File: config.mk
export PLATFORM = sky130hd
export DESIGN_NAME = seg_scan_driver
export DESIGN_NICKNAME = d
export VERILOG_FILES = /design/src/rtl/seg_pkg.sv /design/src/rtl/seg_refresh_tick.sv /design/src/rtl/seg_scan_driver.sv
export SDC_FILE = /design/constraint.sdc
export NUM_CORES = 1
export LEC_CHECK = 0
export CAP_MARGIN = 5
export CORE_MARGIN = 2
export CORE_UTILIZATION = 30
export CTS_CLUSTER_SIZE = 16
export DETAILED_ROUTE_END_ITERATION = 6
export HOLD_SLACK_MARGIN = 0.1
export RECOVER_POWER = 25
export SETUP_SLACK_MARGIN = 0.15
export SKIP_LAST_GASP = 1
export SYNTH_ARGS = -nofsm -noshare
export SYNTH_HDL_FRONTEND = slang
export SYNTH_SLANG_ARGS = --single-unit
File: constraint.sdc
create_clock -name clk -period 2.4 [get_ports clk]
set_input_delay 0.24 -clock clk [delete_from_list [all_inputs] [get_ports clk]]
set_output_delay 0.24 -clock clk [all_outputs]
set_load 0.005 [all_outputs]
File: src/rtl/seg_pkg.sv
// -----------------------------------------------------------------------------
// seg_pkg
// Shared definitions for the 4-digit seven-segment scan driver:
//   NUM_DIGITS  - number of multiplexed digits on the display
//   digit_idx_t - index type of the currently selected digit
//   AN_ALL_OFF  - anode pattern with every digit dark (anodes are active-low)
//   an_onecold  - active-low anode pattern that lights exactly one digit
// -----------------------------------------------------------------------------
package seg_pkg;

    localparam int NUM_DIGITS = 4;

    typedef logic [1:0] digit_idx_t;

    localparam logic [3:0] AN_ALL_OFF = 4'b1111;

    function automatic logic [3:0] an_onecold(input digit_idx_t d);
        return ~(4'b0001 << d);
    endfunction

endpackage : seg_pkg

File: src/rtl/seg_refresh_tick.sv
// -----------------------------------------------------------------------------
// seg_refresh_tick
// Free-running prescaler that counts 0..REFRESH_DIV-1 and wraps. tick is high
// during the last count of each period, so one tick occurs every REFRESH_DIV
// cycles. With REFRESH_DIV=1 the counter is pinned at 0 and tick is always 1.
//
// Parameters:
//   REFRESH_DIV - period in clock cycles (>= 1)
// Ports:
//   clk   in  1 - system clock
//   rst_n in  1 - synchronous active-low reset (counter returns to 0)
//   tick  out 1 - high in the final cycle of each period
// -----------------------------------------------------------------------------
module seg_refresh_tick #(
    parameter int REFRESH_DIV = 100000
) (
    input  logic clk,
    input  logic rst_n,
    output logic tick
);

    // A single-cycle period still needs a 1-bit counter to stay legal.
    localparam int CW = (REFRESH_DIV > 1) ? $clog2(REFRESH_DIV) : 1;
    localparam logic [CW-1:0] LAST = CW'(REFRESH_DIV - 1);

    logic [CW-1:0] count;

    always_ff @(posedge clk) begin
        if (!rst_n) begin
            count <= '0;
        end else if (count == LAST) begin
            count <= '0;
        end else begin
            count <= count + 1'b1;
        end
    end

    assign tick = (count == LAST);

endmodule : seg_refresh_tick

File: src/rtl/seg_scan_driver.sv
// -----------------------------------------------------------------------------
// seg_scan_driver
// Time-multiplexes a 16-bit value (four hex nibbles) onto one shared hex7seg
// decoder and the four active-low anodes of a 4-digit display. The incoming
// value is double-buffered: loads are staged and only committed to the display
// register at a frame boundary (tick while digit 3 is selected), so a single
// scan frame never mixes old and new digits.
//
// Optional build macro:
//   SEG_SCAN_LZB_EN - leading-zero blanking; digit i (3..1) is dark when the
//                     displayed nibbles i..3 are all zero. Digit 0 always lit
//                     unless blanked by the blank input.
//
// Parameters:
//   REFRESH_DIV - clock cycles each digit stays lit (>= 1)
// Ports:
//   clk       in  1  - system clock
//   rst_n     in  1  - synchronous active-low reset
//   value     in  16 - digit3=[15:12] .. digit0=[3:0]
//   load      in  1  - capture value for display (level, sampled every cycle)
//   blank     in  4  - per-digit force-off, bit i = digit i
//   nibble    out 4  - nibble of the selected digit, to hex7seg
//   an        out 4  - active-low anodes, one-cold or all-ones
//   digit_sel out 2  - index of the selected digit
//   load_ack  out 1  - one-cycle pulse in the first cycle showing a new value
// -----------------------------------------------------------------------------
module seg_scan_driver
    import seg_pkg::*;
#(
    parameter int REFRESH_DIV = 100000
) (
    input  logic        clk,
    input  logic        rst_n,
    input  logic [15:0] value,
    input  logic        load,
    input  logic [3:0]  blank,
    output logic [3:0]  nibble,
    output logic [3:0]  an,
    output logic [1:0]  digit_sel,
    output logic        load_ack
);

    localparam digit_idx_t LAST_DIGIT = digit_idx_t'(NUM_DIGITS - 1);

    logic        tick;
    logic        commit;
    digit_idx_t  sel;
    logic [15:0] disp;
    logic [15:0] stage;
    logic        pending;
    logic        ack;
    logic [3:0]  lzb_mask;
    logic [3:0]  blank_eff;

    seg_refresh_tick #(
        .REFRESH_DIV(REFRESH_DIV)
    ) u_tick (
        .clk  (clk),
        .rst_n(rst_n),
        .tick (tick)
    );

    // The frame ends on the tick that moves the scan from digit 3 back to 0.
    assign commit = tick && (sel == LAST_DIGIT);

    always_ff @(posedge clk) begin
        if (!rst_n) begin
            sel     <= '0;
            disp    <= '0;
            stage   <= '0;
            pending <= 1'b0;
            ack     <= 1'b0;
        end else begin
            if (tick) begin
                sel <= sel + 2'd1;
            end
            ack <= 1'b0;
            if (commit) begin
                // A load arriving in the commit cycle bypasses the stage so it
                // reaches the display with single-cycle latency.
                if (load) begin
                    disp <= value;
                end else if (pending) begin
                    disp <= stage;
                end
                pending <= 1'b0;
                ack     <= load | pending;
            end else if (load) begin
                stage   <= value;
                pending <= 1'b1;
            end
        end
    end

`ifdef SEG_SCAN_LZB_EN
    always_comb begin
        lzb_mask    = 4'b0000;
        lzb_mask[3] = (disp[15:12] == 4'h0);
        lzb_mask[2] = (disp[15:8]  == 8'h00);
        lzb_mask[1] = (disp[15:4]  == 12'h000);
    end
`else
    assign lzb_mask = 4'b0000;
`endif

    assign blank_eff = blank | lzb_mask;

    // The nibble is driven even for a dark digit so the decoder input only
    // depends on the scan position.
    always_comb begin
        nibble = disp[3:0];
        unique case (sel)
            2'd0: nibble = disp[3:0];
            2'd1: nibble = disp[7:4];
            2'd2: nibble = disp[11:8];
            2'd3: nibble = disp[15:12];
            default: nibble = disp[3:0];
        endcase
    end

    assign an        = blank_eff[sel] ? AN_ALL_OFF : an_onecold(sel);
    assign digit_sel = sel;
    assign load_ack  = ack;

endmodule : seg_scan_driver

==> key figures, run 1 <==
Logic synthesis
  • Synth top area cells: dfxtp_1 (38%), mux2i_1 (7.5%), nand3_1 (7.1%), o211a_1 (5.7%), and3b_1 (5.0%)
  • Synth warnings: 0
  • Post-synth top area cell: dfxtp_1
  • Part of the Yosys area used for sequential elements: 37.62%
  • Syn nets: 342
  • #FFs+latches synth: 53
  • Post-Synthesis Cells: 313
  • Top-area cell type share of the netlist area: 37.62%
  • Mapped cell area: 0.002820 mm2
  • Avg Inst Size Synth: 9.010 um2
  • Yosys cell types: 35

Detailed routing
  • Residual DRC: 0
  • Routed WL: 6.308 mm
  • Total number of vias: 2395
  • Drt wl/cell: 14.18 um
  • 1st-iter DRT viols: 109
  • Drt pass-1 iters: 4
  • Routed vias/inst: 5.382
  • Routed Antenna Nets: 0

Clock tree
  • Clock Path Buffers: 2
  • CTS tree: yes
  • Hold buffer count at CTS: 0
  • Clk_lat worst skew: 310 ps
  • H-Tree Depth: 2
  • CTS clk-pin slew, worst paths: 100 ps
  • CTS Buf Count: 5
  • Clock Tree Root: clkbuf_8
  • Clk sinks: 53

Timing
  • Final setup fails: 0
  • Achievable frequency: 452.8 MHz
  • Tcrit/Tclk final: 92.03%
  • Fin. Hold Viols: 0
  • Period minus WS final: 2209 ps
  • Rel. slew slack: 16.15%
  • Tightest Pin Transition: 1255 ps
  • Setup TNS: 0 ps
  • Worst Skew: 11.04 ps
  • RSZ-0062 raised after global routing: false
  • Max-slew violation count: 0

Final layout
  • Ant. Diodes: 0
  • Nets: 362
  • Layout cell share with drive strength beyond 1: 8.084%
  • Post-route cell area: 0.003422 mm2
  • Commonest cells after routing, fill and taps aside: dfxtp_1 (51), nand3_1 (40), clkdlybuf4s50_1 (28)
  • Leading cell type in the layout, fill and taps excluded: dfxtp_1
  • P&R area growth vs syn: 21.34%

Pwr
  • Flop pwr share: 51.0%
  • Sw Pwr: 0.0004107 W
  • Pwr/cell area: 533.4 mW/mm2
  • Max VDD drop: 0.2945 mV
  • Sw Ratio: 22.50%
  • Internal: 0.001414 W
  • P_leak: 1.447 nW
  • Gate power share: 9.4%
  • Clk pwr share: 39.7%

Placement
  • DP Area: 0.003261 mm2
  • Half-perimeter wire length after placement: 4.435 mm
  • Final Wtd Congestion: 0.7469
  • IO Port Bufs: 33

Setup path
  • CP startpoint kind: flip-flop
  • Crit end category: output pin
  • Reg-to-reg slack, setup: 320 ps
  • Worst Path Arrival: 1970 ps
  • Critical-path maximum fanout: 5
  • Req. time, crit path: 2160 ps
  • WS Path Type: reg2out

Die
  • Die width: 101.0 um
  • Io pins: 34
  • Initial Util: 30.67%
  • # rows: 35
  • Die area: 0.01019 mm2
  • Die height: 101.0 um
  • Core area: 0.009196 mm2

Outcome
  • Status: completed

Hold path
  • Hold Crit Class: in2reg

Global routing
  • Largest net degree at the start of global routing: 71
  • Vias in the first global route: 2201
  • Initial antenna violation count: 0
  • First-pass GRT wire length: 10.66 mm
  • GRT Overall Usage: 12.94%
  • Total gr overflow: 0

Run
  • Max Cap Viol: 0
==> critical path: stages (launching register included) <==
cell and delay (ps):
dfxtp_4 400, inv_1 100, ha_1 270, a222oi_1 310, mux2i_1 110, clkdlybuf4s50_1 470
==> registers in the layout, indices dropped and copies added, names as in the netlist <==
name,count
disp,16
pending,1
digit_sel,2
load_ack,1
stage,16
u_tick.count,17
==> stage by stage <==
| step | setup WS (ps) | instances | util (%) | total power, W | hold slack (ps) |
|---|---|---|---|---|---|
| final | 191.3 | 445 | 37.21 | 0.001825 | 440.2 |
| after global routing | 86.69 | 445 | 37.21 | 0.001908 | 459.8 |
| after CTS | 160.7 | 445 | 37.05 | 0.001857 | 424.1 |
| after detailed placement | 241.4 | 437 | 35.46 | 0.001125 | 483.9 |
| after global placement | 322.9 | 437 | 35.46 | 0.001120 | 468.2 |
| after floorplan | 416.8 | 313 | - | 0.001053 | 387.4 |
==> cells in the mapped netlist <==
master and count:
o211a_1 16, and3b_1 16, nor2b_1 2, dfxtp_1 53
o21a_1 1, mux2i_1 21, buf_1 3, nand2_1 3
clkbuf_1 24, mux4_2 1, a21oi_1 2, buf_2 2
nand2b_1 5, a222oi_1 4, o211ai_1 16, xor2_1 4
or4bb_1 1, buf_4 1, and2_1 3, inv_1 10
or4_1 1, nor2_1 16, nand4_1 21, nor3_1 4
nand4b_1 1, o21ai_0 1, nor4_4 1, and3_1 1
a31oi_1 16, xnor2_1 11, nor4_1 4, nand3_1 40
ha_1 6, and2_0 1, a31o_2 1
==> cells by family (layout without fill, tap and decap cells) <==
logic type | after synthesis | count (layout) | synth area share [%]
multiplexers | 22 | 22 | 8.252
AND/OR/NAND/NOR | 120 | 120 | 25.24
buffers and inverters | 40 | 61 | 5.546
adder cells (fa/ha/maj) | 6 | 6 | 2.662
XOR/XNOR | 15 | 15 | 4.658
AO/OA/AOI/OAI | 57 | 57 | 16.02
flip-flops | 53 | 53 | 37.62
==> layout make-up <==
type / count / area (um2)
Sequential cell: 53 / 1069
Clock buffer: 5 / 68.82
Multi-Input combinational cell: 220 / 1618
Timing Repair Buffer: 43 / 421.7
Clock inverter: 3 / 68.82
Fill cell: 973 / 5774
Tap cell: 111 / 138.9
Inverter: 10 / 37.54
==> worst paths after layout <==
path,from,endpoint,cells past startpoint
worst max register to register,u_tick.count[12]$_SDFF_PP0_,disp[4]$_SDFFE_PN0P_,6
worst min register to register,u_tick.count[0]$_SDFF_PP0_,u_tick.count[0]$_SDFF_PP0_,1
worst min-delay path,load,stage[12]$_SDFFE_PN0P_,3
worst max-delay path,digit_sel[0]$_SDFFE_PN0N_,nibble[1],5
==> power groups by stage <==
stage | sequential, W | clock, W | combinational (W)
finish | 0.000930 | 0.000724 | 0.000171
global route | 0.000936 | 0.000783 | 0.000189
CTS | 0.000931 | 0.000753 | 0.000173
detailed placement | 0.000953 | 0 | 0.000173
global placement | 0.000951 | 0 | 0.000169
floorplan | 0.000947 | 0 | 0.000106
==> metal layers <==
| layer | up-vias | share of wire [%] | track usage (%) |
|---|---|---|---|
| li1 | 1211 | - | - |
| met1 | 1153 | 47 | 17.08 |
| met2 | 24 | 50 | 21.79 |
| met3 | 7 | 2.3 | 2.497 |
| met4 | 0 | 0.81 | 3.119 |
| met5 | - | 0 | 0 |
==> what timing repair did <==
| action | in CTS | in global routing |
|---|---|---|
| gates cloned | 0 | 0 |
| hold endpoints to repair | 0 | 0 |
| endpoints found under the setup margin | 4 | 13 |
| gates resized for setup | 6 | 5 |
| pin swaps | 2 | 1 |
| setup buffers | 0 | 0 |
Note: power is estimated with default switching activity, not from simulation.
==> run 2: changes to the inputs <==
==> constraint.sdc (replaced) <==
create_clock -name clk -period 2.84 [get_ports clk]
set_input_delay 0.284 -clock clk [delete_from_list [all_inputs] [get_ports clk]]
set_output_delay 0.284 -clock clk [all_outputs]
set_load 0.005 [all_outputs]
==> key figures, run 2 (synthesized netlist as in run 1, its figures left out) <==
Outcome
  • Status: completed

Placement
  • Half-perimeter wire length after placement: 4.322 mm (-2.6%)
  • DP Area: 0.003213 mm2 (-1.5%)
  • Final Wtd Congestion: 0.7304 (-2.2%)
  • IO Port Bufs: 33 (unchanged)

Final layout
  • Max reg flops: 17 (unchanged)
  • Commonest cells after routing, fill and taps aside: dfxtp_1 (53), nand3_1 (40), clkdlybuf4s50_1 (28)
  • Seq. cell area: 0.001061 mm2 (-0.70%)
  • Area occupied by multi-input gates: 0.001603 mm2 (-0.93%)
  • P&R area growth vs syn: 18.06%
  • Leading cell type in the layout, fill and taps excluded: dfxtp_1
  • Top flop regs: u_tick.count x17, disp x16, stage x16
  • # fillers: 962 (-1.1%)
  • Nets: 359 (-0.83%)
  • Biggest register: u_tick.count
  • Layout cell share with drive strength beyond 1: 5.740% (-2.3 points)
  • Post-route cell area: 0.003329 mm2 (-2.7%)
  • Ant. Diodes: 0 (unchanged)

Die
  • Initial Util: 30.67% (unchanged)
  • # rows: 35 (unchanged)
  • Die area: 0.01019 mm2 (unchanged)
  • Io pins: 34 (unchanged)
  • Core area: 0.009196 mm2 (unchanged)
  • Die height: 101.0 um (unchanged)
  • Die width: 101.0 um (unchanged)

Timing
  • Tightest Pin Transition: 641.9 ps (-613.2 ps)
  • Tcrit/Tclk final: 86.83%
  • Final setup fails: 0 (unchanged)
  • Worst Skew: 6.732 ps (-4.310 ps)
  • Rel. slew slack: 57.21% (+41 points)
  • Achievable frequency: 405.5 MHz
  • Fin. Hold Viols: 0 (unchanged)
  • Setup TNS: 0 ps (unchanged)
  • Max-slew violation count: 0 (unchanged)
  • RSZ-0062 raised after global routing: false
  • Period minus WS final: 2466 ps
  • Hold slack: 411.7 ps (-28.49 ps)

Pwr
  • Pwr/cell area: 443.9 mW/mm2 (-17%)
  • Max VDD drop: 0.2483 mV (-16%)
  • Total power draw: 0.001478 W (-19%)
  • P_leak: 1.398 nW (-3.4%)

Detailed routing
  • Drt pass-1 iters: 4 (unchanged)
  • Met2 wire len: 3.053 mm (-3.6%)
  • Routed Antenna Nets: 0 (unchanged)
  • Total number of vias: 2389 (-0.25%)
  • Routed WL: 6.341 mm (+0.52%)
  • 1st-iter DRT viols: 129 (+18%)
  • Met3 WL post-DR: 191 um (+33%)
  • Routed vias/inst: 5.405 (+0.43%)
  • Metal-1 WL: 2.985 mm (+1.4%)
  • Residual DRC: 0 (unchanged)
  • Drt wl/cell: 14.35 um (+1.2%)
  • Top routing layer used: met4

Setup path
  • WS Path Type: reg2out
  • CP Buf/Inv Count: 1 (-1)
  • Critical-path maximum fanout: 11 (+6)
  • Crit end category: output pin
  • Worst Setup SP: digit_sel[0]$_SDFFE_PN0N_
  • Critical Path, Cell by Cell: ha_1, a222oi_1, mux2i_1, clkdlybuf4s50_1
  • Max stage delay on crit path: 540 ps (+70 ps)
  • Reg-to-reg slack, setup: 550 ps (+230 ps)
  • Req. time, crit path: 2560 ps (+400 ps)
  • R2R depth: 5 (-1)
  • Worst Path Arrival: 2180 ps (+210 ps)
  • CP startpoint kind: flip-flop
  • Critical Path Stages: 4 (-1)
  • Worst r2r src: u_tick.count[12]$_SDFF_PP0_
  • Worst R2R End: disp[3]$_SDFFE_PN0P_
  • Slowest CP cell: clkdlybuf4s50_1
  • Cell family with most CP delay: buffers and inverters

Clock tree
  • Hold buffer count at CTS: 0 (unchanged)
  • Clk sinks: 53 (unchanged)
  • Clk_lat worst skew: 320 ps (about the same)
  • CTS tree: yes
  • Clock Tree Root: clkbuf_8
  • CTS Buf Count: 5 (unchanged)
  • Clock Path Buffers: 2 (unchanged)
  • H-Tree Depth: 2 (unchanged)
  • # resized after CTS: 0 (-6)
  • CTS clk-pin slew, worst paths: 100 ps (about the same)
  • Post-CTS setup buffers: 0 (unchanged)

Global routing
  • Vias in the first global route: 2267 (+3.0%)
  • Largest net degree at the start of global routing: 66 (-7.0%)
  • First-pass GRT wire length: 10.75 mm (+0.84%)
  • Initial antenna violation count: 0 (unchanged)
  • GRT Overall Usage: 13.06% (+0.12 points)
  • Total gr overflow: 0 (unchanged)

Hold path
  • Min-delay src: rst_n
  • Hold path endpoint: disp[0]$_SDFFE_PN0P_
  • Hold Crit Class: in2reg
  • Hold depth: 2 (-1)

Run
  • Max Cap Viol: 0 (unchanged)
## run 2: report_power, final
| part | switching (W) | leakage [nW] | total (W) | internal [W] |
|---|---|---|---|---|
| clock network | 0.000261 | 0.0585 | 0.000549 | 0.000288 |
| logic | 0.0000698 | 0.906 | 0.000141 | 0.0000714 |
| registers | 0.0000190 | 0.433 | 0.000788 | 0.000769 |
## run 2: metal layers
layer  up-vias  GRT usage, %
met5         -             0
met4         0         4.886
met3        12         2.497
met2        34         21.49
met1      1136         16.98
li1       1207             -
## run 2: area by class of cell
| cell class | instances | area share (%) |
|---|---|---|
| clock inverters | 1 | 0.9019 |
| multi-input cells | 220 | 48.14 |
| clock buffers | 7 | 2.593 |
| inverters | 10 | 1.127 |
| well taps | 111 | 4.171 |
| flip-flops and latches | 53 | 31.87 |
| repair buffers | 40 | 11.20 |
## run 2: through the flow
| step | utilization, % | cells | setup WS (ps) |
|---|---|---|---|
| 6_report | 36.20 | 442 | 374.1 |
| 5_1_grt | 36.20 | 442 | 180.9 |
| 4_1_cts | 36.20 | 442 | 328.8 |
| 3_5_place_dp | 34.94 | 434 | 552.5 |
| 3_3_place_gp | 34.94 | 434 | 565.8 |
| 2_1_floorplan | - | 313 | 856.8 |
## run 2: worst max path at each step
| stage | to | slack (ps) |
|---|---|---|
| after global routing | nibble[3] | 180 |
| after global placement | disp[3]$_SDFFE_PN0P_ | 570 |
| after floorplan | disp[10]$_SDFFE_PN0P_ | 860 |
| after detailed placement | disp[3]$_SDFFE_PN0P_ | 550 |
| after CTS | nibble[3] | 330 |
| final | nibble[3] | 370 |
